$ cat src/rtl/fetch_pkg.sv
// Shared types for the instruction prefetch front end: fetch FSM states and
// the {pc, instr} entry stored in the prefetch FIFO.
package fetch_pkg;

   localparam int WIDTH = 20;

   typedef enum logic [1:0] {
      IDLE,
      FETCH,
      DISCARD
   } fetch_state_t;

   typedef struct packed {
      logic [WIDTH-1:0] pc;
      logic [WIDTH-1:0] instr;
   } fetch_entry_t;

endpackage

$ cat src/rtl/instr_fifo.sv
// Show-ahead synchronous FIFO of fetched instructions with PC tags.
// Flush empties it in one cycle and overrides any same-cycle push or pop.
module instr_fifo
   import fetch_pkg::*;
#(
   parameter int DEPTH = 4
) (
   input  logic                     clk,
   input  logic                     rst_n,
   input  logic                     push,
   input  fetch_entry_t             push_entry,
   input  logic                     pop,
   input  logic                     flush,
   output fetch_entry_t             head,
   output logic [$clog2(DEPTH):0]   count
);

   localparam int PTR_W = $clog2(DEPTH);
   localparam int CNT_W = PTR_W + 1;
   localparam logic [CNT_W-1:0] FULL_CNT = CNT_W'(DEPTH);

   fetch_entry_t     mem [DEPTH];
   logic [PTR_W-1:0] wr_ptr;
   logic [PTR_W-1:0] rd_ptr;
   logic             do_push;
   logic             do_pop;

   // A pop frees a slot in the same cycle, so a full FIFO may still accept a push
   assign do_pop  = pop && (count != '0) && !flush;
   assign do_push = push && ((count != FULL_CNT) || do_pop) && !flush;

   always_ff @(posedge clk or negedge rst_n) begin
      if (!rst_n) begin
         wr_ptr <= '0;
         rd_ptr <= '0;
         count  <= '0;
      end else if (flush) begin
         wr_ptr <= '0;
         rd_ptr <= '0;
         count  <= '0;
      end else begin
         if (do_push) begin
            wr_ptr <= wr_ptr + PTR_W'(1);
         end
         if (do_pop) begin
            rd_ptr <= rd_ptr + PTR_W'(1);
         end
         case ({do_push, do_pop})
            2'b10:   count <= count + CNT_W'(1);
            2'b01:   count <= count - CNT_W'(1);
            default: count <= count;
         endcase
      end
   end

   always_ff @(posedge clk) begin
      if (do_push) begin
         mem[wr_ptr] <= push_entry;
      end
   end

   assign head = mem[rd_ptr];

endmodule

$ cat src/rtl/instruction_prefetch_queue.sv
// Request/acknowledge instruction fetcher feeding a small prefetch FIFO
// drained by decode; a jump flushes the FIFO and redirects fetch.
module instruction_prefetch_queue #(
   parameter int               DEPTH    = 4,
   parameter int               WIDTH    = 20,
   parameter logic [WIDTH-1:0] RESET_PC = '0
) (
   input  logic                     Clock,
   input  logic                     Reset,
   input  logic                     JumpEnable,
   input  logic [WIDTH-1:0]         JumpAddress,
   output logic                     IMem_Req,
   output logic [WIDTH-1:0]         IMem_Address,
   input  logic                     IMem_Ack,
   input  logic [WIDTH-1:0]         IMem_Data,
   output logic                     Instr_Valid,
   input  logic                     Instr_Ready,
   output logic [WIDTH-1:0]         Instr_Out,
   output logic [WIDTH-1:0]         Instr_PC,
   output logic [$clog2(DEPTH):0]   Queue_Count
);

   import fetch_pkg::*;

   localparam int CNT_W = $clog2(DEPTH) + 1;
   localparam logic [CNT_W-1:0] DEPTH_CNT = CNT_W'(DEPTH);

   fetch_state_t     state;
   fetch_state_t     state_d;
   logic [WIDTH-1:0] fetch_pc;
   logic [WIDTH-1:0] fetch_pc_d;
   logic [WIDTH-1:0] address_d;
   logic             req_d;
   logic             ack_done;
   logic             pop_ok;
   logic             fifo_push;
   logic             fifo_pop;
   logic             fifo_flush;
   logic [CNT_W-1:0] occ_after_pop;
   fetch_entry_t     push_entry;
   fetch_entry_t     head;

   assign Instr_Valid   = (Queue_Count != '0);
   assign pop_ok        = Instr_Valid & Instr_Ready;
   assign ack_done      = IMem_Req & IMem_Ack;
   assign occ_after_pop = Queue_Count - CNT_W'(pop_ok);
   assign push_entry    = '{pc: fetch_pc, instr: IMem_Data};

   // Head storage is not reset, so mask it while the queue is empty
   assign Instr_Out = Instr_Valid ? head.instr : '0;
   assign Instr_PC  = Instr_Valid ? head.pc    : '0;

   always_comb begin
      state_d    = state;
      fetch_pc_d = fetch_pc;
      fifo_push  = 1'b0;
      fifo_pop   = pop_ok & ~JumpEnable;
      fifo_flush = JumpEnable;

      if (JumpEnable) begin
         fetch_pc_d = JumpAddress;
         case (state)
            IDLE:    state_d = FETCH;
            FETCH:   state_d = ack_done ? FETCH : DISCARD;
            DISCARD: state_d = DISCARD;
            default: state_d = IDLE;
         endcase
      end else begin
         case (state)
            IDLE: begin
               if (occ_after_pop < DEPTH_CNT) begin
                  state_d = FETCH;
               end
            end
            FETCH: begin
               if (ack_done) begin
                  fifo_push  = 1'b1;
                  fetch_pc_d = fetch_pc + WIDTH'(1);
                  // Keep requesting only while a slot stays reserved for the next ack
                  state_d    = ((occ_after_pop + CNT_W'(1)) < DEPTH_CNT) ? FETCH : IDLE;
               end
            end
            DISCARD: begin
               if (ack_done) begin
                  state_d = FETCH;
               end
            end
            default: state_d = IDLE;
         endcase
      end

      req_d     = (state_d != IDLE);
      address_d = (state_d == FETCH) ? fetch_pc_d : IMem_Address;
   end

   always_ff @(posedge Clock or negedge Reset) begin
      if (!Reset) begin
         state        <= IDLE;
         fetch_pc     <= RESET_PC;
         IMem_Req     <= 1'b0;
         IMem_Address <= '0;
      end else begin
         state        <= state_d;
         fetch_pc     <= fetch_pc_d;
         IMem_Req     <= req_d;
         IMem_Address <= address_d;
      end
   end

   instr_fifo #(
      .DEPTH(DEPTH)
   ) u_fifo (
      .clk       (Clock),
      .rst_n     (Reset),
      .push      (fifo_push),
      .push_entry(push_entry),
      .pop       (fifo_pop),
      .flush     (fifo_flush),
      .head      (head),
      .count     (Queue_Count)
   );

endmodule

$ cat config.mk
export PLATFORM = sky130hd
export DESIGN_NAME = instruction_prefetch_queue
export DESIGN_NICKNAME = d
export VERILOG_FILES = /design/src/rtl/fetch_pkg.sv /design/src/rtl/instr_fifo.sv /design/src/rtl/instruction_prefetch_queue.sv
export SDC_FILE = /design/constraint.sdc
export NUM_CORES = 1
export LEC_CHECK = 0
export BUFFER_PORTS_ARGS = -buffer_cell sky130_fd_sc_hd__buf_4
export CAP_MARGIN = 10
export CORE_ASPECT_RATIO = 0.8
export CORE_UTILIZATION = 34
export CTS_CLUSTER_SIZE = 8
export DETAILED_ROUTE_END_ITERATION = 6
export PLACE_DENSITY = 0.52
export SYNTH_ARGS = -nofsm -noshare
export SYNTH_HDL_FRONTEND = slang
export SYNTH_SLANG_ARGS = --single-unit
$ cat constraint.sdc
create_clock -name Clock -period 5.8 [get_ports Clock]
set_input_delay 1.16 -clock Clock [delete_from_list [all_inputs] [get_ports Clock]]
set_output_delay 1.16 -clock Clock [all_outputs]
set_load 0.05 [all_outputs]
==> results.cfg <==
[drt]
viasPerCell = 4.94
drtIter0Drc = 364
firstDrtPassIters = 5
vias = 4944
ant_nets = 0
drc = 0
routedWlPerCell_um = 19.9
routed_wirelength_um = 19900

[grt]
grt_antenna_before_repair = 0
grt_max_degree = 53
grt_usage_pct = 15.1
grt_pass1_wl_um = 31000
grtUsageMet2_pct = 21.5
grt_overflow = 0
grt-busiest-layer = met1
gr-usage-met1_pct = 23.6
grt_pass1_vias = 5176
met3_usage_pct = 2.94

[clock_tree]
ctsResizeCount = 0
clk_latency_ns = 0.54
cts_tree = done
path_clk_slew_ns = 0.05
cts_buffers = 30
h-tree-depth = 1
root_buffer = clkbuf_16
cts.sinks = 210
postCtsSetupRepairBufs = 0
holdBufCountCts = 0
cts_buffer_depth = 3

[sta]
timing.setup.tns_ns = 0
fin_skew_ns = 0.0142
whs_ns = 0.511
slew_headroom_pct = 45.3
rsz0062_at_grt = false
fmax_mhz = 248
tightestPinTransition_ns = 0.820
finalSetupViolCount = 0
min_period_ns = 4.04
hold_viol_final = 0
fin_ws_ns = 1.76
period_share_pct = 69.6
slew_violations = 0

[critical_path]
cp_max_fo = 22
path_class = reg -> out
end_kind = primary output
worst_ep_required_time_ns = 4.64
slowest_delay_ns = 0.85
arrival_ns = 2.88
cp-start-kind = flip-flop
crit_chain = buf_4 -> mux4_2 -> and2_1 -> buf_4
cpMaxStageDelayCell = dfrtp_2
path_common_cell = buf_4

[outcome]
run_status = finished clean

[logic_synthesis]
synth_compound_area_share_pct = 3.65
synth.top_cells.by_area = edfxtp_1 54%, dfrtp_1 14%, mux4_2 10%, and2_1 3.2%, mux2_4 2.9%
synth.most_common_cell = edfxtp_1
synth_seq_area_share_pct = 68.2
ys_warn_count = 0
synth-xor-area-share_pct = 1.48
async_flop_share_pct = 23.8
synth_edf_count = 160
synth_fa_ha_area_share_pct = 1.21
synth_area_mm2 = 0.00888
synth_top_family_by_area = multiplexers
synth_flop_cell = edfxtp_1
syn_avg_cell_area_um2 = 17.0
yosys.area.top_type = edfxtp_1
yosys.area_share.simple_pct = 9.22
synth_nets = 574
synth_common_cells = 160 x edfxtp_1, 50 x dfrtp_1, 46 x and2_1, 40 x mux4_2, 27 x nand2_1
synthMuxAreaShare_pct = 14.1
synth_top_area_share_pct = 54.1
postSynthCellCount = 521
synth-seq-cells = 210
ys_types = 58

[die]
core_mm2 = 0.0254
num_rows = 52
die_h_um = 147
io_pins = 110
initial_utilization_pct = 34.9
die_area_mm2 = 0.0268
die_width_um = 183

[power_and_ir_drop]
leakagePower_uw = 0.00395
power_density_mw_per_mm2 = 487
vdd_drop_max_mv = 0.263

[finish]
fin_area_mm2 = 0.0109
drive_above_1_share_pct = 35.4
final_util_pct = 42.7
syn_to_final_growth_pct = 22.3
nNetsFinal = 694
diodes = 0

[placement]
place_area_mm2 = 0.0101
place.gp.congestion = 0.809
pre_cts_ws_ns = 2.10
numPortBuffers = 109
place_hpwl_um = 12600

[flow_run]
maxCapViolCount = 0

[hold_path]
worstHoldPathType = reg -> reg
==> placed cells by master, fill, tap and decap left out, types with 2 or more instances in the layout <==
cell / count
edfxtp_1: 160
buf_4: 116
dfrtp_1: 48
and2_1: 42
mux4_2: 40
clkbuf_16: 30
nand2_1: 27
mux2_4: 17
nor2_1: 16
inv_1: 12
o21ai_0: 11
xnor2_1: 9
nand3_1: 8
clkbuf_1: 8
a21oi_1: 7
ha_1: 7
nor3_1: 6
xor2_1: 6
nor4_1: 6
nand4_1: 6
mux2i_1: 6
o21ai_1: 5
and2_2: 4
a31oi_1: 3
nor4_2: 3
and3_1: 3
a32oi_1: 3
mux2_2: 3
a22o_1: 2
nor4_4: 2
a211o_1: 2
a2111oi_0: 2
dfrtp_2: 2
==> power by group <==
group	leakage (µW)	internal [µW]	switching (µW)
sequential	0.00205	1800	167
clock	0.000386	922	596
combinational	0.00151	665	1140
total	0.00395	3380	1900
==> state kept, by name, summed over array words and instances, names as in the netlist <==
name,flops
IMem_Address,20
u_fifo.rd_ptr,2
u_fifo.mem,160
state,2
IMem_Req,1
fetch_pc,20
u_fifo.count,3
u_fifo.wr_ptr,2
==> cell type report <==
cell class,instances,area [µm²]
Multi-Input combinational cell,270,2640
Fill cell,2277,14600
Clock buffer,38,781
Inverter,13,48.8
Timing Repair Buffer,116,871
Sequential cell,210,6060
Clock inverter,2,23.8
Tap cell,351,439
==> path summary, 6_finish.rpt <==
check / start / to / slack [ns] / cells past startpoint
max: u_fifo.rd_ptr[0] / Instr_Out[13] / 1.76 / 4
min: IMem_Address[3] / IMem_Address[3] / 0.51 / 1
max reg2reg: u_fifo.count[2] / IMem_Address[1] / 2.18 / 11
min reg2reg: IMem_Address[3] / IMem_Address[3] / 0.51 / 1
max in group asynchronous: Reset / u_fifo.rd_ptr[0] / 4.66 / 1
min in group asynchronous: Reset / IMem_Req / 0.66 / 1
==> metal layers <==
metal	wire length [µm]	part of all wire, %	vias to the layer above
met5	0	0	-
met1	9870	50	2488
met3	1300	6.5	28
li1	-	-	2243
met4	285	1.4	0
met2	8410	42	185
==> critical path: cells and delay by family (launching register included) <==
| kind | cells | cell delay (ns) |
|---|---|---|
| simple gates | 1 | 0.17 |
| flops | 1 | 0.85 |
| buf+inv | 2 | 0.70 |
| mux | 1 | 0.59 |
==> metrics by stage <==
step | instances | power (µW)
after global routing | 1000 | 5510
after detailed placement | 960 | 3820
final | 1000 | 5290
after global placement | 960 | 3800
after CTS | 1000 | 5350
after floorplan | 521 | 3300
==> kinds of logic (layout without fill, tap and decap cells) <==
family          count (synthesis)  in the layout
flops                         210            210
simple gates                  135            135
mux                            66             66
compound gates                 46             46
buf+inv                        41            169
xor+xnor                       15             15
fa+ha+maj                       8              8
(Power assumes the default switching activity.)
